--- src/rtl/type_rule_loader.sv ---
// rtl/type_rule_loader.sv - assembles word-serial commands into type-lookup rule writes
//
// Purpose: accepts header + payload words over a valid/ready command stream,
// stages a complete type rule, and commits it to the type-lookup stage with a
// single-cycle one-hot write enable (all-ones for CLEAR).
//
// Ports:
//   i_clk, i_rst_n          clock, asynchronous active-low reset
//   i_cfg_valid/i_cfg_data  command word stream (32-bit words)
//   o_cfg_ready             loader accepts a word this cycle
//   o_rule_wren             one-hot rule write pulse, all-ones on CLEAR
//   o_typeRule_*            rule contents to write (valid, data, mask, offsets)
//   o_cfg_done/o_cfg_err    one-cycle command completion / rejection pulses
//
// Optional feature macro: TYPE_RULE_CKSUM_EN adds an XOR trailer word to WRITE
// frames; a trailer mismatch rejects the frame.

module type_rule_loader #(
  parameter int TYPE_NUM         = 4,
  parameter int TYPE_WIDTH       = 8,
  parameter int KEY_FILED_NUM    = 8,
  parameter int KEY_OFFSET_WIDTH = 6,
  parameter int RULE_NUM         = 4,
  parameter int CFG_WIDTH        = 32
) (
  input  logic                                      i_clk,
  input  logic                                      i_rst_n,
  input  logic                                      i_cfg_valid,
  input  logic [CFG_WIDTH-1:0]                      i_cfg_data,
  output logic                                      o_cfg_ready,
  output logic [RULE_NUM-1:0]                       o_rule_wren,
  output logic                                      o_typeRule_valid,
  output logic [TYPE_NUM*TYPE_WIDTH-1:0]            o_typeRule_typeData,
  output logic [TYPE_NUM*TYPE_WIDTH-1:0]            o_typeRule_typeMask,
  output logic [KEY_FILED_NUM*KEY_OFFSET_WIDTH-1:0] o_typeRule_keyOffset,
  output logic                                      o_cfg_done,
  output logic                                      o_cfg_err
);

  localparam int DATA_W = TYPE_NUM * TYPE_WIDTH;
  localparam int OFFS_W = KEY_FILED_NUM * KEY_OFFSET_WIDTH;
  localparam int DW     = (DATA_W + 31) / 32;
  localparam int OW     = (OFFS_W + 31) / 32;
  localparam int MAXW   = (DW > OW) ? DW : OW;
  localparam int CNT_W  = (MAXW > 1) ? $clog2(MAXW) : 1;

  localparam logic [3:0] OP_WRITE = 4'd1;
  localparam logic [3:0] OP_CLEAR = 4'd2;

  typedef enum logic [2:0] {
    S_IDLE, S_DATA, S_MASK, S_OFFS, S_CKSUM, S_COMMIT, S_CLEAR, S_ERR
  } state_t;

  state_t               state, state_n;
  logic [CNT_W-1:0]     cnt, cnt_n;
  logic                 hdr_valid, hdr_valid_n;
  logic [7:0]           hdr_idx, hdr_idx_n;
  logic [DATA_W-1:0]    stg_data, stg_data_n;
  logic [DATA_W-1:0]    stg_mask, stg_mask_n;
  logic [OFFS_W-1:0]    stg_offs, stg_offs_n;
`ifdef TYPE_RULE_CKSUM_EN
  logic [31:0]          cksum, cksum_n;
`endif

  logic                 ready_n;
  logic [RULE_NUM-1:0]  wren_n;
  logic                 rule_valid_n;
  logic [DATA_W-1:0]    rule_data_n, rule_mask_n;
  logic [OFFS_W-1:0]    rule_offs_n;
  logic                 done_n, err_n;

  logic                 xfer;
  logic                 commit_go;
  logic                 sum_ok;
  logic                 idx_ok;

  assign xfer   = i_cfg_valid & o_cfg_ready;
  // Nine-bit compare so RULE_NUM = 256 still works.
  assign idx_ok = ({1'b0, hdr_idx} < 9'(RULE_NUM));

  always_comb begin
    state_n      = state;
    cnt_n        = cnt;
    hdr_valid_n  = hdr_valid;
    hdr_idx_n    = hdr_idx;
    stg_data_n   = stg_data;
    stg_mask_n   = stg_mask;
    stg_offs_n   = stg_offs;
`ifdef TYPE_RULE_CKSUM_EN
    cksum_n      = cksum;
`endif
    wren_n       = '0;
    rule_valid_n = o_typeRule_valid;
    rule_data_n  = o_typeRule_typeData;
    rule_mask_n  = o_typeRule_typeMask;
    rule_offs_n  = o_typeRule_keyOffset;
    done_n       = 1'b0;
    err_n        = 1'b0;
    commit_go    = 1'b0;
    sum_ok       = 1'b1;

    case (state)
      S_IDLE: begin
        if (xfer) begin
          hdr_valid_n = i_cfg_data[8];
          hdr_idx_n   = i_cfg_data[7:0];
          cnt_n       = '0;
`ifdef TYPE_RULE_CKSUM_EN
          cksum_n     = i_cfg_data;
`endif
          case (i_cfg_data[31:28])
            OP_WRITE: state_n = S_DATA;
            OP_CLEAR: begin
              state_n      = S_CLEAR;
              wren_n       = '1;
              rule_valid_n = 1'b0;
              rule_data_n  = '0;
              rule_mask_n  = '0;
              rule_offs_n  = '0;
              done_n       = 1'b1;
            end
            default: begin
              state_n = S_ERR;
              err_n   = 1'b1;
            end
          endcase
        end
      end

      S_DATA: begin
        if (xfer) begin
          // Word k carries flattened bits [32k+31:32k]; bits past the field are dropped.
          for (int b = 0; b < DATA_W; b++)
            if (cnt == CNT_W'(b / 32)) stg_data_n[b] = i_cfg_data[b % 32];
`ifdef TYPE_RULE_CKSUM_EN
          cksum_n = cksum ^ i_cfg_data;
`endif
          if (cnt == CNT_W'(DW - 1)) begin
            cnt_n   = '0;
            state_n = S_MASK;
          end else begin
            cnt_n = cnt + 1'b1;
          end
        end
      end

      S_MASK: begin
        if (xfer) begin
          for (int b = 0; b < DATA_W; b++)
            if (cnt == CNT_W'(b / 32)) stg_mask_n[b] = i_cfg_data[b % 32];
`ifdef TYPE_RULE_CKSUM_EN
          cksum_n = cksum ^ i_cfg_data;
`endif
          if (cnt == CNT_W'(DW - 1)) begin
            cnt_n   = '0;
            state_n = S_OFFS;
          end else begin
            cnt_n = cnt + 1'b1;
          end
        end
      end

      S_OFFS: begin
        if (xfer) begin
          for (int b = 0; b < OFFS_W; b++)
            if (cnt == CNT_W'(b / 32)) stg_offs_n[b] = i_cfg_data[b % 32];
`ifdef TYPE_RULE_CKSUM_EN
          cksum_n = cksum ^ i_cfg_data;
`endif
          if (cnt == CNT_W'(OW - 1)) begin
            cnt_n = '0;
`ifdef TYPE_RULE_CKSUM_EN
            state_n = S_CKSUM;
`else
            state_n   = S_COMMIT;
            commit_go = 1'b1;
`endif
          end else begin
            cnt_n = cnt + 1'b1;
          end
        end
      end

`ifdef TYPE_RULE_CKSUM_EN
      S_CKSUM: begin
        if (xfer) begin
          state_n   = S_COMMIT;
          commit_go = 1'b1;
          sum_ok    = (i_cfg_data == cksum);
        end
      end
`endif

      S_COMMIT, S_CLEAR, S_ERR: state_n = S_IDLE;

      default: state_n = S_IDLE;
    endcase

    // Outputs are loaded on the edge that leaves the last payload word, using
    // the *_n staging values so that word is already merged in.
    if (commit_go) begin
      if (idx_ok && sum_ok) begin
        for (int r = 0; r < RULE_NUM; r++)
          if (hdr_idx == 8'(r)) wren_n[r] = 1'b1;
        rule_valid_n = hdr_valid;
        rule_data_n  = stg_data_n;
        rule_mask_n  = stg_mask_n;
        rule_offs_n  = stg_offs_n;
        done_n       = 1'b1;
      end else begin
        err_n = 1'b1;
      end
    end

    ready_n = (state_n == S_IDLE) || (state_n == S_DATA) || (state_n == S_MASK) ||
              (state_n == S_OFFS) || (state_n == S_CKSUM);
  end

  always_ff @(posedge i_clk or negedge i_rst_n) begin
    if (!i_rst_n) begin
      state                <= S_IDLE;
      cnt                  <= '0;
      hdr_valid            <= 1'b0;
      hdr_idx              <= '0;
      stg_data             <= '0;
      stg_mask             <= '0;
      stg_offs             <= '0;
`ifdef TYPE_RULE_CKSUM_EN
      cksum                <= '0;
`endif
      o_cfg_ready          <= 1'b0;
      o_rule_wren          <= '0;
      o_typeRule_valid     <= 1'b0;
      o_typeRule_typeData  <= '0;
      o_typeRule_typeMask  <= '0;
      o_typeRule_keyOffset <= '0;
      o_cfg_done           <= 1'b0;
      o_cfg_err            <= 1'b0;
    end else begin
      state                <= state_n;
      cnt                  <= cnt_n;
      hdr_valid            <= hdr_valid_n;
      hdr_idx              <= hdr_idx_n;
      stg_data             <= stg_data_n;
      stg_mask             <= stg_mask_n;
      stg_offs             <= stg_offs_n;
`ifdef TYPE_RULE_CKSUM_EN
      cksum                <= cksum_n;
`endif
      o_cfg_ready          <= ready_n;
      o_rule_wren          <= wren_n;
      o_typeRule_valid     <= rule_valid_n;
      o_typeRule_typeData  <= rule_data_n;
      o_typeRule_typeMask  <= rule_mask_n;
      o_typeRule_keyOffset <= rule_offs_n;
      o_cfg_done           <= done_n;
      o_cfg_err            <= err_n;
    end
  end

endmodule

--- config.mk ---
export PLATFORM = sky130hd
export DESIGN_NAME = type_rule_loader
export DESIGN_NICKNAME = d
export VERILOG_FILES = /design/src/rtl/type_rule_loader.sv
export SDC_FILE = /design/constraint.sdc
export NUM_CORES = 1
export LEC_CHECK = 0
export CAP_MARGIN = 20
export CORE_UTILIZATION = 52
export CTS_CLUSTER_SIZE = 28
export DETAILED_ROUTE_END_ITERATION = 6
export PLACE_DENSITY = 0.75
export SKIP_CTS_REPAIR_TIMING = 1
export SLEW_MARGIN = 0
export SYNTH_ARGS = -nofsm -noshare
export SYNTH_HDL_FRONTEND = slang
export SYNTH_SLANG_ARGS = --single-unit
--- constraint.sdc ---
create_clock -name i_clk -period 2.6 [get_ports i_clk]
set_input_delay 0.39 -clock i_clk [delete_from_list [all_inputs] [get_ports i_clk]]
set_output_delay 0.39 -clock i_clk [all_outputs]
set_load 0.05 [all_outputs]
# After elaboration in Yosys (flattened, before gate mapping)
# Index checks and enable logic that the tools add are counted.
[word_totals] ff_bits=245 in_bits=35 word_cells=220 out_inout_bits=120
[classes] addsub=1 eq_ne=15 mux=175 bitwise=1 magnitude_cmp=1 n_reduce_logical=12
[op_table] op="$mux 32" n=14
[op_table] op="$mux 48" n=7
[op_table] op="$mux 1" n=139
[op_table] op="$mux 3" n=7
[op_table] op="$mux 4" n=5
[op_table] op="$eq 8x2->1 const B" n=2
[op_table] op="$eq 3x2->1 const B" n=4
[op_table] op="$pmux 3 s4" n=1
[op_table] op="$eq 8x1->1 const B" n=1
[op_table] op="$logic_not 8->1" n=1
[op_table] op="$lt 8x3->1 const B" n=1
[op_table] op="$eq 3x1->1 const B" n=2
[op_table] op="$logic_not 3->1" n=2
[op_table] op="$pmux 3 s2" n=1
[op_table] op="$eq 4x1->1 const B" n=1
[op_table] op="$eq 4x2->1 const B" n=1
[op_table] op="$logic_or 1x1->1" n=4
[op_table] op="$ne 2x2->1 const B" n=2
[op_table] op="$reduce_and 4->1" n=1
[op_table] op="$reduce_or 2->1" n=2
[op_table] op="$eq 3x3->1 const B" n=1
[op_table] op="$pmux 1 s3" n=1
[op_table] op="$reduce_bool 3->1" n=1
[op_table] op="$ne 2x1->1 const B" n=1
[op_table] op="3 further kinds" n=3

# Logic depth before layout (Yosys ltp)
# Gate-level depths: netlist of the first run.
[depth] word_depth=9 mapped_depth=7 depth_no_buf=4

# Worst setup path before layout of the first run
# No wires, ideal clock.
[synth_path] path_type="reg-to-reg" from="register o_cfg_ready" to="register o_typeRule_typeData[0]" setup_time_ns=0.121 period_less_slack_ns=2.181 path_stages_with_launch=7 arrival_time_ns=2.060 path_buffers=2 slack_ns=0.419 required_time_ns=2.479 cell_sequence="dfrtp_1 nand3b_1 nor4_4 a21oi_1 buf_2 buf_2 a22o_1"
[synth_via] elab_chain_cells=5 word_cells_on_any_way=9 cone_classes="mux: 8; bitwise: 1"
[synth_rtl] element="start: declaration" line="30" text="output logic o_cfg_ready,"
[synth_rtl] element="start signal: assignment" line="250" text="o_cfg_ready <= ready_n;"
[synth_rtl] element="$and 1x1->1 *" line="77" text="assign xfer = i_cfg_valid & o_cfg_ready;"
[synth_rtl] element="$mux 32 (on tied branches)" line="104, 131"
[synth_rtl] element="$mux 32" line="102" text="case (state)"
[synth_rtl] element="$mux 32" line="202" text="if (idx_ok && sum_ok) begin"
[synth_rtl] element="$mux 32 *" line="201" text="if (commit_go) begin"
[synth_rtl] element="named net rule_data_n[0]" line="68" text="logic [DATA_W-1:0] rule_data_n, rule_mask_n;"
[synth_rtl] element="end signal: assignment" line="253" text="o_typeRule_typeData <= rule_data_n;"
[synth_rtl] element="end: declaration" line="33" text="output logic [TYPE_NUM*TYPE_WIDTH-1:0] o_typeRule_typeData,"
# The timed path passes the listed nets; every way through them passes the cells marked *.
# A chain may end at the register's enable or synchronous reset.

# Final worst setup path of the first run
[layout_path] from="register hdr_idx[4]" to="register o_rule_wren[2]"
[layout_via] elab_chain_cells=4 word_cells_on_any_way=5 cone_classes="order compare: 1; eq/ne: 1; mux: 3"
[layout_rtl] element="start: declaration" line="57" text="logic [7:0] hdr_idx, hdr_idx_n;"
[layout_rtl] element="start signal: assignment" line="243" text="hdr_idx <= hdr_idx_n;"
[layout_rtl] element="branches (longest 2 deep; another with $lt 8x3->1)"
[layout_rtl] element="$mux 4 *" line="202"
[layout_rtl] element="$mux 4 *" line="201"
[layout_rtl] element="named net wren_n[2]" line="66" text="logic [RULE_NUM-1:0] wren_n;"
[layout_rtl] element="end signal: assignment" line="251" text="o_rule_wren <= wren_n;"
[layout_rtl] element="end: declaration" line="31" text="output logic [RULE_NUM-1:0] o_rule_wren,"
# Mark *: on every way through the listed nets, which the timed path passes.

==> results.md, run 1 <==
- The per-cell via count in the routed design is 5.662.
- Registers are responsible for 40.1% of the overall power.
- The initial antenna violation count was 0.
- After floorplanning, the core was divided into 46 placement rows.
- Walking the worst path, the cells encountered are or4_1 > nor4_4 > buf_12 > nand2_1 > o21ai_0.
- The clock network fraction of design power is 25.8%.
- The HPWL after detailed placement is between 10 and 15 mm.
- In the final layout, flip-flops and latches occupy 0.005781 mm^2.
- The starting density of the core is between 50% and 60%.
- Measured against its own limit, the worst slew margin works out to 55.40%.
- In this run, the combinational gates consume 34.1% of the power.
- Across the run, the number of max-cap violations was 0.
- The die area is 0.01662 mm^2.
- STA classifies the critical path startpoint as a register.
- In this run the worst setup path terminates at o_rule_wren[2].
- Summed over all layers, the global routing overflow is 0.
- The clock net sink count is ~230.
- dfrtp_1 takes more of the synthesized area than any other cell.
- In this run the number of cells on the critical path is 5.
- TritonCTS built the clock tree.
- The kind of end point of the critical path is a register.
- The transition time of the tightest slew-check pin is ~670 ps.
- Summing over every cut layer, the via total after detailed routing is 5192.
- The area overhead of the layout relative to synthesis is 31.90%.
- The worst register-to-register path has a setup slack of about 360 ps.
- The cell area after technology mapping is 0.008378 mm^2.
- For the final routed database, the setup TNS stands at 0 ps.
- The overall fraction of global-route tracks in use is 23.18%.
- The number of hold violations in the final report came to 0.
- The share of post-route cells with drive strength above 1 is 23.25%.
- The maximum level of the CTS H-tree is 1.
- Of the available clock period, the critical path in the final layout requires between 80% and 90%.
- The flip-flop and latch count after synthesis is 231.
- The tree is rooted in a clkbuf_16.
- The congestion estimate from routability-driven global placement came to approximately 0.83.
- In the final routed layout, each cell accounts on average for between 20 and 25 um.
- The buffer depth of the longest clock path is 3.
- In the post-synthesis netlist, the biggest area contributors are dfrtp_1, mux2_2, a22o_1, clkbuf_1, buf_2.
- Counting tap cells, the placed design contains a total of approximately 900 instances.
- For this run, the top clock speed supported by timing is 445.8 MHz.
- The start-to-end type of the worst setup path is reg -> reg.
- The fraction of synthesized cell area taken by the top area cell type is 69.00%.
- The mean instance size in the synthesized netlist is 15.81 um^2.
- The final worst hold slack is 455.5 ps.
- Once detail routing completed, the nets flagged for antenna violations numbered 0.
- The number of inserted diodes is 0.
- Counting cells, the worst reg-to-reg path comes to 5.
- For the finished layout, the period the worst path requires is about 2200 ps.
- The synthesized netlist net count is 565.
- The arrival time at the worst endpoint is 2660 ps.
- The number of failing setup endpoints in the final timing report is 0.
- The run finished with clean final reports.
- The net switching component of the power is ~0.0045 W.
- The clock skew after layout is 12.93 ps.
- The buffering stage count on the worst path with inverters included is 1.
- The die width is around 130 um.
- The first routing iteration left 301 violations.
- The launch point of the worst reg-to-reg path is hdr_idx[4].
- The number of top-level pins is 155.
- The critical-path maximum fanout is between 100 and 150.
- Entering global routing, the biggest net connects 115 pins.
- The worst ir drop on vdd is 0.0006423 V.
- The slowest stage of the critical path belongs to the cell or4_1.
- The analysis attributes to cell leakage a power of 4.962 nW.
- In this run the power density over the cells is 1214 mW/mm^2.
- Setup repair after global routing left no endpoint under its margin.
- TritonCTS created 23 clock buffers.
- The count of buffers from port buffering is 154.
- The internal power of the cells is approximately 0.0089 W.
- The critical path startpoint is hdr_idx[4].
- On the worst path, the slowest cell contributes a delay of slightly above 600 ps.
- The vertical extent of the die is 128.9 um.
- The filler-free cell count of the finished design is 917.
- For this run, the number of Yosys warnings is 0.
- The first-pass detailed-route iteration total is 4.
- The dominant delay contributor by cell family on the critical path is simple AND/OR/NAND/NOR gates.
- At the worst endpoint, the required time is a little over 3000 ps.
- After the last flow step, the layout net total stands at 721.
- The final count of pins violating max slew is 0.
- The distinct cell type count of the synthesized netlist is 26.
- The core region area is 0.01583 mm^2.
- The proportion of total power due to net switching is 33.45%.
- The worst hold path belongs to the class in -> async.
- The number of instances in the synthesized netlist is 530.
- The global-route wire length before repair is roughly 30 mm.
- The fill cell instance count of the final layout is 1099.
- The multi-input combinational cell area is 0.002447 mm^2.
- The clock slew at the register clock pins of the worst setup and hold paths is about 60 ps.
- The endpoint of the worst-slack reg-to-reg timing path is o_rule_wren[2].
- The worst-skew pair later-pin latency is 500 ps.
- The routed wire length is 18.66 mm.
- The number of design rule violations left after detail routing is 0.
- The number of global-route vias before repair was 5390.
- Summing the sequential cell areas from Yosys gives 69.00% of the chip area.
cells in the final DEF (no fill, tap or decap):
cell type,synthesis,layout
nand3_1,1,1
dfrtp_1,231,231
buf_4,0,7
nor4b_1,2,2
clkinvlp_4,0,1
nor4_2,0,1
nor4_4,1,1
mux2_2,106,106
nand2b_1,2,2
nand3b_1,1,1
and2_1,1,1
nor2_1,3,3
clkbuf_16,0,23
o21ai_0,6,6
nand4_1,1,1
buf_12,0,7
a21oi_1,3,2
o31ai_1,2,2
inv_1,2,2
nor2b_1,2,2
or4_1,1,1
nor3_1,1,1
dlygate4sd3_1,0,1
nand2_1,7,7
bufinv_16,0,4
clkdlybuf4s50_1,0,153
a21oi_4,0,1
a311oi_1,1,1
clkbuf_8,0,4
o32ai_1,1,1
clkbuf_1,24,2
or2_2,1,1
a22o_1,113,113
clkinv_2,0,6
nand4b_1,2,2
buf_8,0,1
per-layer routing:
metal	share of wire, %	vias to the layer above	wire length (um)	global-route usage (%)
met5	0	-	0	0
met4	1.1	0	196	5.121
met2	50	162	9311	37.81
met3	5.1	20	960	3.742
li1	-	2275	-	-
met1	44	2735	8190	33.10
metrics by stage:
step	setup slack, ps	total power (W)	util (%)	cell area [um^2]
6_report	356.7	0.01341	69.82	11050
5_1_grt	262.2	0.01403	69.82	11050
3_5_place_dp	97.71	0.01000	64.73	10240
4_1_cts	385.5	0.01350	69.75	11040
2_1_floorplan	419.5	0.008464	-	8378
3_3_place_gp	209.7	0.009808	64.73	10240
sequential cells by signal (all words and copies together), names as in the netlist, 4 cells and up:
name	count
hdr_idx	8
o_rule_wren	4
o_typeRule_keyOffset	48
o_typeRule_typeData	32
o_typeRule_typeMask	32
stg_data	32
stg_mask	32
stg_offs	34
cells in the mapped netlist:
master	instances
or4_1	1
nor4b_1	2
o21ai_0	6
and2_1	1
a311oi_1	1
nand3_1	1
a22o_1	113
nor4_1	1
nor3_1	1
nand2b_1	2
dfrtp_1	231
or2_2	1
nor4_4	1
nor2b_1	2
inv_1	2
nand3b_1	1
o31ai_1	2
nand4b_1	2
mux2_2	106
a21oi_1	3
clkbuf_1	24
nor2_1	3
nand2_1	7
nand4_1	1
buf_2	14
o32ai_1	1
final cells by class:
cell class                 instances  area share [%]
clock inverter                    11           1.427
multi-input combinational        259           22.15
inverter                           2         0.06793
clock buffer                      29           5.774
tap                              216           2.446
sequential                       231           52.31
timing repair buffer             169           15.83
kinds of logic (layout without fill, tap and decap cells):
logic type	Yosys count	in the layout	synth area share (%)
AO/OA/AOI/OAI	126	126	12.74
buffers and inverters	40	211	2.001
flip-flops	231	231	69.00
multiplexers	106	106	14.25
AND/OR/NAND/NOR	27	27	2.016
power groups by stage:
stage	logic, W	clock network, W	registers (W)
final	0.00457	0.00346	0.00538
after global routing	0.00482	0.00368	0.00552
after CTS	0.00460	0.00351	0.00538
after detailed placement	0.00458	0	0.00543
after global placement	0.00444	0	0.00536
after floorplan	0.00181	0	0.00666
how the worst min path moves through the flow:
| stage | from | endpoint | slack [ps] | cells after the start |
|---|---|---|---|---|
| after floorplan | i_rst_n | cnt | 90 | 0 |
| after global placement | i_rst_n | o_rule_wren[2] | 400 | 1 |
| after detailed placement | i_rst_n | o_rule_wren[1] | 410 | 1 |
| after CTS | i_rst_n | o_rule_wren[1] | -120 | 1 |
| after global routing | hdr_idx[0] | o_rule_wren[0] | 510 | 1 |
| final | i_rst_n | o_typeRule_typeData[1] | 460 | 2 |
No activity file was read; power rests on OpenSTA's default activity.
==> run 2: changes to the inputs <==
CAP_MARGIN = 30   (was 20)
==> results of run 2 <==
No change in the layout: final DEF, timing and power equal those of run 1.
